--- config.mk ---
export PLATFORM = sky130hd
export DESIGN_NAME = systolic_result_drain
export DESIGN_NICKNAME = d
export VERILOG_FILES = /design/src/rtl/systolic_pkg.sv /design/src/rtl/requant_sat.sv /design/src/rtl/systolic_result_drain.sv
export SDC_FILE = /design/constraint.sdc
export NUM_CORES = 1
export LEC_CHECK = 0
export BUFFER_PORTS_ARGS = -buffer_cell sky130_fd_sc_hd__buf_4
export CORE_MARGIN = 1.5
export CORE_UTILIZATION = 55
export CTS_CLUSTER_DIAMETER = 50
export DETAILED_ROUTE_END_ITERATION = 10
export PLACE_DENSITY_LB_ADDON = 0.2
export REMOVE_ABC_BUFFERS = 1
export SLEW_MARGIN = 20
export SYNTH_ARGS = -nofsm -noshare
export SYNTH_HDL_FRONTEND = slang
export SYNTH_SLANG_ARGS = --single-unit
--- constraint.sdc ---
create_clock -name clk -period 32.2 [get_ports clk]
set_input_delay 6.44 -clock clk [delete_from_list [all_inputs] [get_ports clk]]
set_output_delay 6.44 -clock clk [all_outputs]
set_load 0.01 [all_outputs]
--- src/rtl/systolic_pkg.sv ---
// Shared constants, drain FSM state type and coordinate-width helper for the
// int8 systolic array datapath.
package systolic_pkg;

  localparam int ACCUM_WIDTH = 32;
  localparam int DATA_WIDTH  = 8;
  localparam int OUT_WIDTH   = 8;

  typedef enum logic {
    IDLE  = 1'b0,
    DRAIN = 1'b1
  } drain_state_e;

  // Minimum of 1 so a degenerate N=1 array still gets a legal port width.
  function automatic int clog2(input int n);
    int w;
    w = 0;
    while ((1 << w) < n) begin
      w = w + 1;
    end
    return (w < 1) ? 1 : w;
  endfunction

endpackage

--- src/rtl/requant_sat.sv ---
// Combinational requantizer: round half up, arithmetic right shift, then
// saturate the signed accumulator into the signed output range.
module requant_sat #(
  parameter int ACCUM_WIDTH = systolic_pkg::ACCUM_WIDTH,
  parameter int OUT_WIDTH   = systolic_pkg::OUT_WIDTH
) (
  input  logic [ACCUM_WIDTH-1:0] acc,
  input  logic [4:0]             shift,
  output logic [OUT_WIDTH-1:0]   q
);

  localparam int EW = ACCUM_WIDTH + 1;

  localparam logic signed [EW-1:0] QMAX = {{(EW-OUT_WIDTH+1){1'b0}}, {(OUT_WIDTH-1){1'b1}}};
  localparam logic signed [EW-1:0] QMIN = {{(EW-OUT_WIDTH+1){1'b1}}, {(OUT_WIDTH-1){1'b0}}};

  logic signed [EW-1:0] ext;
  logic signed [EW-1:0] bias;
  logic signed [EW-1:0] rounded;

  // One guard bit keeps acc + 2^(s-1) from wrapping at the positive limit.
  always_comb begin
    ext  = $signed({acc[ACCUM_WIDTH-1], acc});
    bias = '0;
    if (shift != 5'd0) begin
      bias = EW'(1) << (shift - 5'd1);
    end
    rounded = (ext + bias) >>> shift;
    if (rounded > QMAX) begin
      q = QMAX[OUT_WIDTH-1:0];
    end else if (rounded < QMIN) begin
      q = QMIN[OUT_WIDTH-1:0];
    end else begin
      q = rounded[OUT_WIDTH-1:0];
    end
  end

endmodule

--- src/rtl/systolic_result_drain.sv ---
// Snapshots the PE accumulators on tile completion, clears the array, and
// streams the snapshot out row-major with raw and requantized values.
module systolic_result_drain #(
  parameter int N           = 4,
  parameter int ACCUM_WIDTH = systolic_pkg::ACCUM_WIDTH,
  parameter int OUT_WIDTH   = systolic_pkg::OUT_WIDTH
) (
  input  logic                                clk,
  input  logic                                rst,
  input  logic                                capture,
  input  logic [4:0]                          shift,
  input  logic [N*N*ACCUM_WIDTH-1:0]          results_flat,
  output logic                                accum_reset,
  output logic                                busy,
  output logic                                out_valid,
  input  logic                                out_ready,
  output logic [ACCUM_WIDTH-1:0]              out_acc,
  output logic [OUT_WIDTH-1:0]                out_q,
  output logic [systolic_pkg::clog2(N)-1:0]   out_row,
  output logic [systolic_pkg::clog2(N)-1:0]   out_col,
  output logic                                out_last,
  output logic                                done,
  output logic                                overrun
);

  import systolic_pkg::*;

  localparam int NE  = N * N;
  localparam int CW  = clog2(N);
  localparam int AIW = clog2(NE);

  drain_state_e             state_q;
  logic [ACCUM_WIDTH-1:0]   snap_q [NE];
  logic [4:0]               shift_q;
  logic [CW-1:0]            row_q;
  logic [CW-1:0]            col_q;
  logic [ACCUM_WIDTH-1:0]   acc_q;
  logic [OUT_WIDTH-1:0]     qo_q;
  logic                     last_q;
  logic                     done_q;
  logic                     ar_q;
  logic                     ovr_q;

  logic                     fire;
  logic                     last_fire;
  logic                     accept;
  logic                     drop;
  logic [CW-1:0]            row_d;
  logic [CW-1:0]            col_d;
  logic                     last_d;
  logic [AIW-1:0]           addr_d;
  logic [ACCUM_WIDTH-1:0]   rq_acc;
  logic [4:0]               rq_shift;
  logic [OUT_WIDTH-1:0]     rq_q;

  always_comb begin
    fire      = (state_q == DRAIN) && out_ready;
    last_fire = fire && last_q;
    accept    = capture && ((state_q == IDLE) || last_fire);
    drop      = capture && (state_q == DRAIN) && !last_fire;
  end

  always_comb begin
    row_d = row_q;
    col_d = col_q;
    if (col_q == CW'(N - 1)) begin
      col_d = '0;
      row_d = row_q + CW'(1);
    end else begin
      col_d = col_q + CW'(1);
    end
    last_d = (row_d == CW'(N - 1)) && (col_d == CW'(N - 1));
    addr_d = AIW'(int'(row_d) * N + int'(col_d));
  end

  // The requantizer works one element ahead of the output registers: on a
  // capture it sees element (0,0) straight from the array, otherwise the
  // next snapshot element, so out_q is ready together with out_valid.
  always_comb begin
    rq_acc   = snap_q[addr_d];
    rq_shift = shift_q;
    if (accept) begin
      rq_acc   = results_flat[ACCUM_WIDTH-1:0];
      rq_shift = shift;
    end
  end

  requant_sat #(
    .ACCUM_WIDTH (ACCUM_WIDTH),
    .OUT_WIDTH   (OUT_WIDTH)
  ) u_requant (
    .acc   (rq_acc),
    .shift (rq_shift),
    .q     (rq_q)
  );

  always_ff @(posedge clk) begin
    if (rst) begin
      state_q <= IDLE;
      shift_q <= '0;
      row_q   <= '0;
      col_q   <= '0;
      acc_q   <= '0;
      qo_q    <= '0;
      last_q  <= 1'b0;
      done_q  <= 1'b0;
      ar_q    <= 1'b0;
      ovr_q   <= 1'b0;
    end else begin
      ar_q   <= accept;
      done_q <= last_fire;
      if (drop) begin
        ovr_q <= 1'b1;
      end
      if (accept) begin
        for (int unsigned i = 0; i < NE; i++) begin
          snap_q[i] <= results_flat[i*ACCUM_WIDTH +: ACCUM_WIDTH];
        end
        shift_q <= shift;
        state_q <= DRAIN;
        row_q   <= '0;
        col_q   <= '0;
        acc_q   <= rq_acc;
        qo_q    <= rq_q;
        last_q  <= 1'(NE == 1);
      end else if (last_fire) begin
        state_q <= IDLE;
        last_q  <= 1'b0;
      end else if (fire) begin
        row_q  <= row_d;
        col_q  <= col_d;
        acc_q  <= snap_q[addr_d];
        qo_q   <= rq_q;
        last_q <= last_d;
      end
    end
  end

  assign busy        = (state_q == DRAIN);
  assign out_valid   = (state_q == DRAIN);
  assign accum_reset = ar_q;
  assign done        = done_q;
  assign overrun     = ovr_q;
  assign out_acc     = acc_q;
  assign out_q       = qo_q;
  assign out_row     = row_q;
  assign out_col     = col_q;
  assign out_last    = last_q;

endmodule
==> flow_summary_export.csv, run 1 <==
group,metric,value,unit
final_layout,regArea,16500,µm²
detailed_routing,wl_per_cell,24.3,µm
power,power_density,55.0,nW/µm²
sta,fin_skew,17.0,ps
final_layout,area_delta_synth_final,25.6,%
floorplan,die_area,51000,µm²
outcome,run_status,"finished, final reports clean",
power,ir_drop,0.0503,mV
place,io_buffers,570,
synth,seq_area_frac_synth,0.603,
clocking,h-tree-depth,3,
clocking,cts_hold_buf,0,
sta,setup_viol,0,
final_layout,fill_cells,3327,
worst_hold_path,hold_depth,2,
detailed_routing,vias,20300,
final_layout,multi_input_area,10300,µm²
detailed_routing,first_pass_iters,6,
critical_path,r2r_cells,23,
final_layout,nets,3140,
worst_hold_path,worstHoldStart,"out_acc[27]",
clocking,post_cts_buffers,0,
sta,setup_tns,0,ps
clocking,cts_max_path_buffers,3,
synth,synth_edf_count,512,
grt,use_met1,0.387,
synth,postSynthCellCount,2065,
sta,rsz0062_at_grt,"false",
synth,synthArstFlopShare,0,
sta,worst_pin_slew,1230,ps
grt,grt_max_degree,203,
final_layout,design_area,34300,µm²
sta,finalHoldViolCount,0,
floorplan,pin_count,571,
grt,top_usage_layer,"met2",
grt,grtUsageTotal,0.310,
synth,ys_top_cells_by_area,"edfxtp_1 56%, mux4_2 10%, dfxtp_1 4.0%, a21oi_1 3.4%, nand2_1 2.8%",
critical_path,arrival,13540,ps
clocking,cts_num_sinks,566,
sta,fin_crit_sh,0.407,
power,p_leak,12.7,nW
synth,yosysTopAreaCell,"edfxtp_1",
job,cap_violations,0,
sta,period_needed,13090,ps
synth,synth_most_common_cell,"edfxtp_1",
place,dp_hpwl,56700,µm
clocking,clock_tree.root_cell,"clkbuf_16",
synth,synth_warnings,0,
critical_path,worstPathRequired,32650,ps
critical_path,cp_max_fo,35,
detailed_routing,drc,0,
worst_hold_path,hold_path_class,"flip-flop to flip-flop",
detailed_routing,viasPerCell,6.14,
critical_path,start_kind,"primary input",
detailed_routing,wl,80300,µm
floorplan,die_w,226,µm
clocking,cts.repair.resized,0,
clocking,worstSkewPairLatency,610,ps
sta,drv_slew,0,
place,placed_cell_area,32200,µm²
synth,synth.top_cell.area_share,0.563,
clocking,cts_tree,"built",
grt,grt_pass1_wl,118000,µm
critical_path,critical_path_class,"primary input to flip-flop",
sta,slew_headroom,0.183,
critical_path,cp-end-kind,"flip-flop",
critical_path,worstReg2RegStart,"out_col[0]",
floorplan,start_util,0.558,
detailed_routing,ant_nets,0,
floorplan,core_area,49000,µm²
critical_path,rrSetupSlack,23280,ps
grt,grt_pass1_vias,20300,
synth,synth_seq_cells,566,
worst_hold_path,min_to,"out_acc[27]",
clocking,cts_made_buffers,66,
floorplan,die-height,226,µm
grt,use_met2,0.522,
detailed_routing,drtIter0Drc,1990,
synth,synth_flop_cell,"edfxtp_1",
final_layout,drive_above_1_share,0.327,
place,place_congestion,0.927,
grt,overflow,0,
synth,syn_area_per_cell,13.2,µm²
clocking,path_clk_slew,60,ps
grt,met3_usage,0.0857,
synth,netlist_area,27300,µm²
floorplan,rows,81,
sta,max_freq,76.4,MHz
grt,antenna_found_initial,2,
critical_path,reg2reg_to,"out_q[4]",
synth,synthTopCellsByCount,"512 x edfxtp_1, 202 x nand2_1, 191 x nor2_1",
synth,synth_cell_types,96,
sequential cells by signal (all words and copies together) (netlist names):
register,cells
accum_reset,1
busy,1
done,1
out_acc,32
out_col,2
out_last,1
out_q,8
out_row,2
overrun,1
shift_q,5
snap_q,512
cell usage in the layout (no fill, tap or decap), types with 15 or more instances in the layout:
cell type and count:
a211oi_1 83, a21oi_1 183, a31oi_1 15, buf_4 591
clkbuf_1 16, clkbuf_16 68, dfxtp_1 52, edfxtp_1 512
ha_1 32, mux2i_1 60, mux4_2 126, nand2_1 200
nand3_1 22, nand4_1 18, nor2_1 188, nor2b_1 33
nor3_1 32, o211ai_1 25, o21ai_0 74, xnor2_1 17
where the power goes:
part,internal [mW],leakage (nW),total (mW),switching [mW]
sequential,0.838,5.18,0.849,0.0104
clock,0.417,1.01,0.715,0.298
combinational,0.139,6.47,0.323,0.184
how the worst max path moves through the flow:
stage	from	slack, ps	depth (start not counted)	to
4_1_cts	out_ready	19310	20	out_q[4]
3_3_place_gp	out_ready	18800	20	out_q[4]
2_1_floorplan	out_ready	1930	3	snap_q[0][0]
6_report	out_ready	19110	20	out_q[4]
3_5_place_dp	out_ready	18700	20	out_q[4]
5_1_grt	out_ready	18720	20	out_q[4]
worst max-delay path, cell delays in order:
cell      delay (ps)
buf_4            100
a21bo_1          170
and2_1           590
mux2_2           710
nor2_2           560
nand2_1          360
nor2_1           210
ha_1             340
nand4_1          150
o221ai_1         230
a21oi_2          430
o22ai_1          250
mux2i_2          400
nor3_1           170
o31ai_1          970
a22oi_1          210
a31oi_1          320
nand4_1          200
o41ai_4          550
o32ai_1          160
cells by family (layout without fill, tap and decap cells):
family | count (synthesis) | in the layout | share of synthesized area
adder cells (fa/ha/maj) | 35 | 35 | 0.0163
flip-flops | 566 | 566 | 0.603
XOR/XNOR | 26 | 26 | 0.00903
other | 1 | 2 | 0.000137
AO/OA/AOI/OAI | 524 | 524 | 0.126
multiplexers | 199 | 199 | 0.131
buffers and inverters | 156 | 728 | 0.0230
AND/OR/NAND/NOR | 558 | 558 | 0.0914
through the flow:
stage | setup slack (ps) | total power [mW] | utilization | std cells | hold WS, ps
final | 19110 | 1.89 | 0.701 | 3302 | 456
after global routing | 18720 | 1.95 | 0.701 | 3302 | 475
after CTS | 19310 | 1.89 | 0.700 | 3299 | 457
after detailed placement | 18700 | 1.18 | 0.657 | 3178 | 446
after global placement | 18800 | 1.18 | 0.657 | 3178 | 439
after floorplan | 1930 | 1.07 | - | 1921 | 470
metal layers:
layer | share of wire | vias to the layer above
li1 | - | 9160
met1 | 0.38 | 9950
met2 | 0.50 | 994
met3 | 0.089 | 167
met4 | 0.031 | 2
met5 | 0.00016 | -
final cells by class:
| class | count | area share |
|---|---|---|
| diodes | 1 | 0.0000729 |
| repair buffers | 595 | 0.132 |
| multi-input cells | 1343 | 0.301 |
| clock inverters | 34 | 0.00857 |
| well taps | 664 | 0.0242 |
| inverters | 12 | 0.00131 |
| flip-flops and latches | 566 | 0.480 |
| clock buffers | 87 | 0.0526 |
Power figures use the tool's default switching activity.
==> inputs of run 2 (changes only) <==
Settings changed: ABC_AREA from default to 1.
Clock period 32.2 ns to 12.7 ns, I/O delays scaled along.
==> flow_summary_export.csv, run 2 <==
group,metric,value,unit
sta,fin_skew,23.5,ps
critical_path,worstReg2RegStart,"busy",
clocking,cts_max_path_buffers,3,
detailed_routing,vias,23400,
detailed_routing,ant_nets,0,
grt,antenna_found_initial,3,
final_layout,final_cells,4123,
clocking,post_cts_buffers,0,
grt,grtUsageTotal,0.321,
clocking,cts_num_sinks,566,
grt,overflow,0,
sta,whs,473,ps
place,dp_slack,3290,ps
critical_path,crit_start,"out_ready",
synth,synth_warnings,0,
place,dp_cells,4007,
detailed_routing,wl,84100,µm
place,io_buffers,570,
synth,synth_most_common_cell,"nand2_1",
synth,synth_cell_types,42,
power,ir_drop,0.103,mV
sta,period_needed,8850,ps
sta,worst_pin_slew,1050,ps
detailed_routing,drc,0,
floorplan,die_area,50900,µm²
final_layout,final_common_cell,"nand2_1",
synth,synthTopCellsByCount,"770 x nand2_1, 512 x edfxtp_1, 355 x nor2_1",
power,p_leak,14.2,nW
clocking,cts_hold_buf,0,
grt,grt_pass1_wl,124000,µm
floorplan,die-height,226,µm
synth,netlist_area,27200,µm²
sta,finalHoldViolCount,0,
grt,grt_pass1_vias,22400,
sta,setup_slack,3850,ps
floorplan,die_w,226,µm
critical_path,cp_max_fo,45,
clocking,path_clk_slew,60,ps
synth,ys_top_cells_by_area,"edfxtp_1 56%, nand2_1 11%, nand3_1 5.6%, nor2_1 4.9%, dfxtp_1 4.0%",
synth,yosysTopAreaCell,"edfxtp_1",
floorplan,pin_count,571,
sta,rsz0062_at_grt,"false",
critical_path,worstPathRequired,13220,ps
final_layout,area_delta_synth_final,24.7,%
synth,postSynthCellCount,2908,
final_layout,drive_above_1_share,0.211,
detailed_routing,drtIter0Drc,2262,
critical_path,cp-end-kind,"flip-flop",
critical_path,rrSetupSlack,5400,ps
power,pwr-share-comb,0.169,
critical_path,start_kind,"primary input",
floorplan,rows,81,
final_layout,nets,3961,
critical_path,slowest_delay,940,ps
outcome,run_status,"finished, final reports clean",
sta,fin_crit_sh,0.697,
synth,synth_seq_cells,566,
power,p_int,3.45,mW
critical_path,cpMostUsedCell,"nand2_1",
clocking,cts_tree,"built",
grt,grt_max_degree,184,
floorplan,start_util,0.557,
clocking,clock_tree.root_cell,"clkbuf_16",
sta,drv_slew,0,
sta,setup_viol,0,
synth,synth.top_cell.area_share,0.565,
place,place_congestion,0.959,
detailed_routing,wl_per_cell,20.4,µm
clocking,worstSkewPairLatency,630,ps
final_layout,largest_reg_flops,512,
worst_hold_path,hold_path_class,"flip-flop to flip-flop",
synth,synth_flop_cell,"edfxtp_1",
critical_path,r2r_cells,45,
synth,syn_area_per_cell,9.36,µm²
critical_path,slowest_stage,"inv_2",
detailed_routing,viasPerCell,5.67,
critical_path,critical_path_class,"primary input to flip-flop",
synth,synth_edf_count,512,
final_layout,fill_cells,3776,
floorplan,core_area,48800,µm²
critical_path,arrival,9370,ps
job,cap_violations,0,
clocking,cts.repair.resized,0,
power,power_density,138,nW/µm²
power,swShare,0.265,
clocking,cts_made_buffers,60,
synth,synthArstFlopShare,0,
place,dp_hpwl,58500,µm
detailed_routing,first_pass_iters,5,
critical_path,reg2reg_to,"out_q[5]",
synth,seq_area_frac_synth,0.604,
final_layout,top_register,"snap_q",
sta,max_freq,113,MHz
sta,slew_headroom,0.300,
critical_path,crit_path_end,"out_q[5]",
final_layout,mostFrequentLayoutCells,"770 x nand2_1, 589 x buf_4, 512 x edfxtp_1",
clocking,h-tree-depth,2,
power,power_switching,1.24,mW
power,clkPwrFrac,0.370,
power,seq_power_share,0.461,
[run 2: worst min path at each step]
stage / slack, ps / startpoint / end / depth (start not counted)
after global routing: 490 / out_q[7] / out_q[7] / 2
final: 470 / out_q[7] / out_q[7] / 2
after CTS: 470 / out_q[7] / out_q[7] / 2
after floorplan: 480 / out_q[7] / out_q[7] / 2
after global placement: 460 / overrun / overrun / 2
after detailed placement: 460 / out_q[7] / out_q[7] / 2
[run 2: logic make-up after synthesis]
| family | Yosys count | share of synthesized area |
|---|---|---|
| simple gates | 1473 | 0.223 |
| flops | 566 | 0.604 |
| compound gates | 473 | 0.102 |
| buf+inv | 344 | 0.0494 |
| fa+ha+maj | 35 | 0.0164 |
| xor+xnor | 16 | 0.00542 |
| other cells | 1 | 0.000138 |
[run 2: metrics by stage]
| step | area [µm²] | util | setup TNS (ps) | total power, mW |
|---|---|---|---|---|
| finish | 34000 | 0.695 | 0 | 4.69 |
| floorplan | 26600 | - | -6685060 | 2.70 |
| global placement | 32000 | 0.654 | 0 | 2.97 |
| global route | 34000 | 0.695 | 0 | 4.85 |
| CTS | 34000 | 0.695 | 0 | 4.69 |
| detailed placement | 32000 | 0.654 | 0 | 2.98 |
[run 2: final cells by class]
type | count | area, µm² | share of cell area
antenna | 2 | 5.00 | 0.000147
timing repair buffer | 592 | 4480 | 0.132
tap | 664 | 831 | 0.0245
sequential | 566 | 16500 | 0.485
clock inverter | 17 | 178 | 0.00523
clock buffer | 97 | 1820 | 0.0535
inverter | 187 | 702 | 0.0207
multi-input combinational | 1998 | 9490 | 0.279
[run 2: power by group through the flow]
stage	registers [mW]	logic [mW]	clock network, mW
final	2.16	0.791	1.74
after global routing	2.17	0.867	1.82
after CTS	2.16	0.781	1.75
after detailed placement	2.20	0.777	0
after global placement	2.19	0.773	0
after floorplan	2.26	0.441	0
[run 2: worst max-delay path, delay by kind of cell]
kind                       cells  cell delay (ps)
adders and majority gates      2              700
and+or+nand+nor               36             4430
buffers and inverters          8             1620
[run 2: metal layers]
metal,track usage,part of all wire,up-vias
li1,-,-,11000
met1,0.410,0.39,11100
met2,0.533,0.48,1041
met3,0.0748,0.090,168
met4,0.122,0.034,2
met5,0,0.00014,-
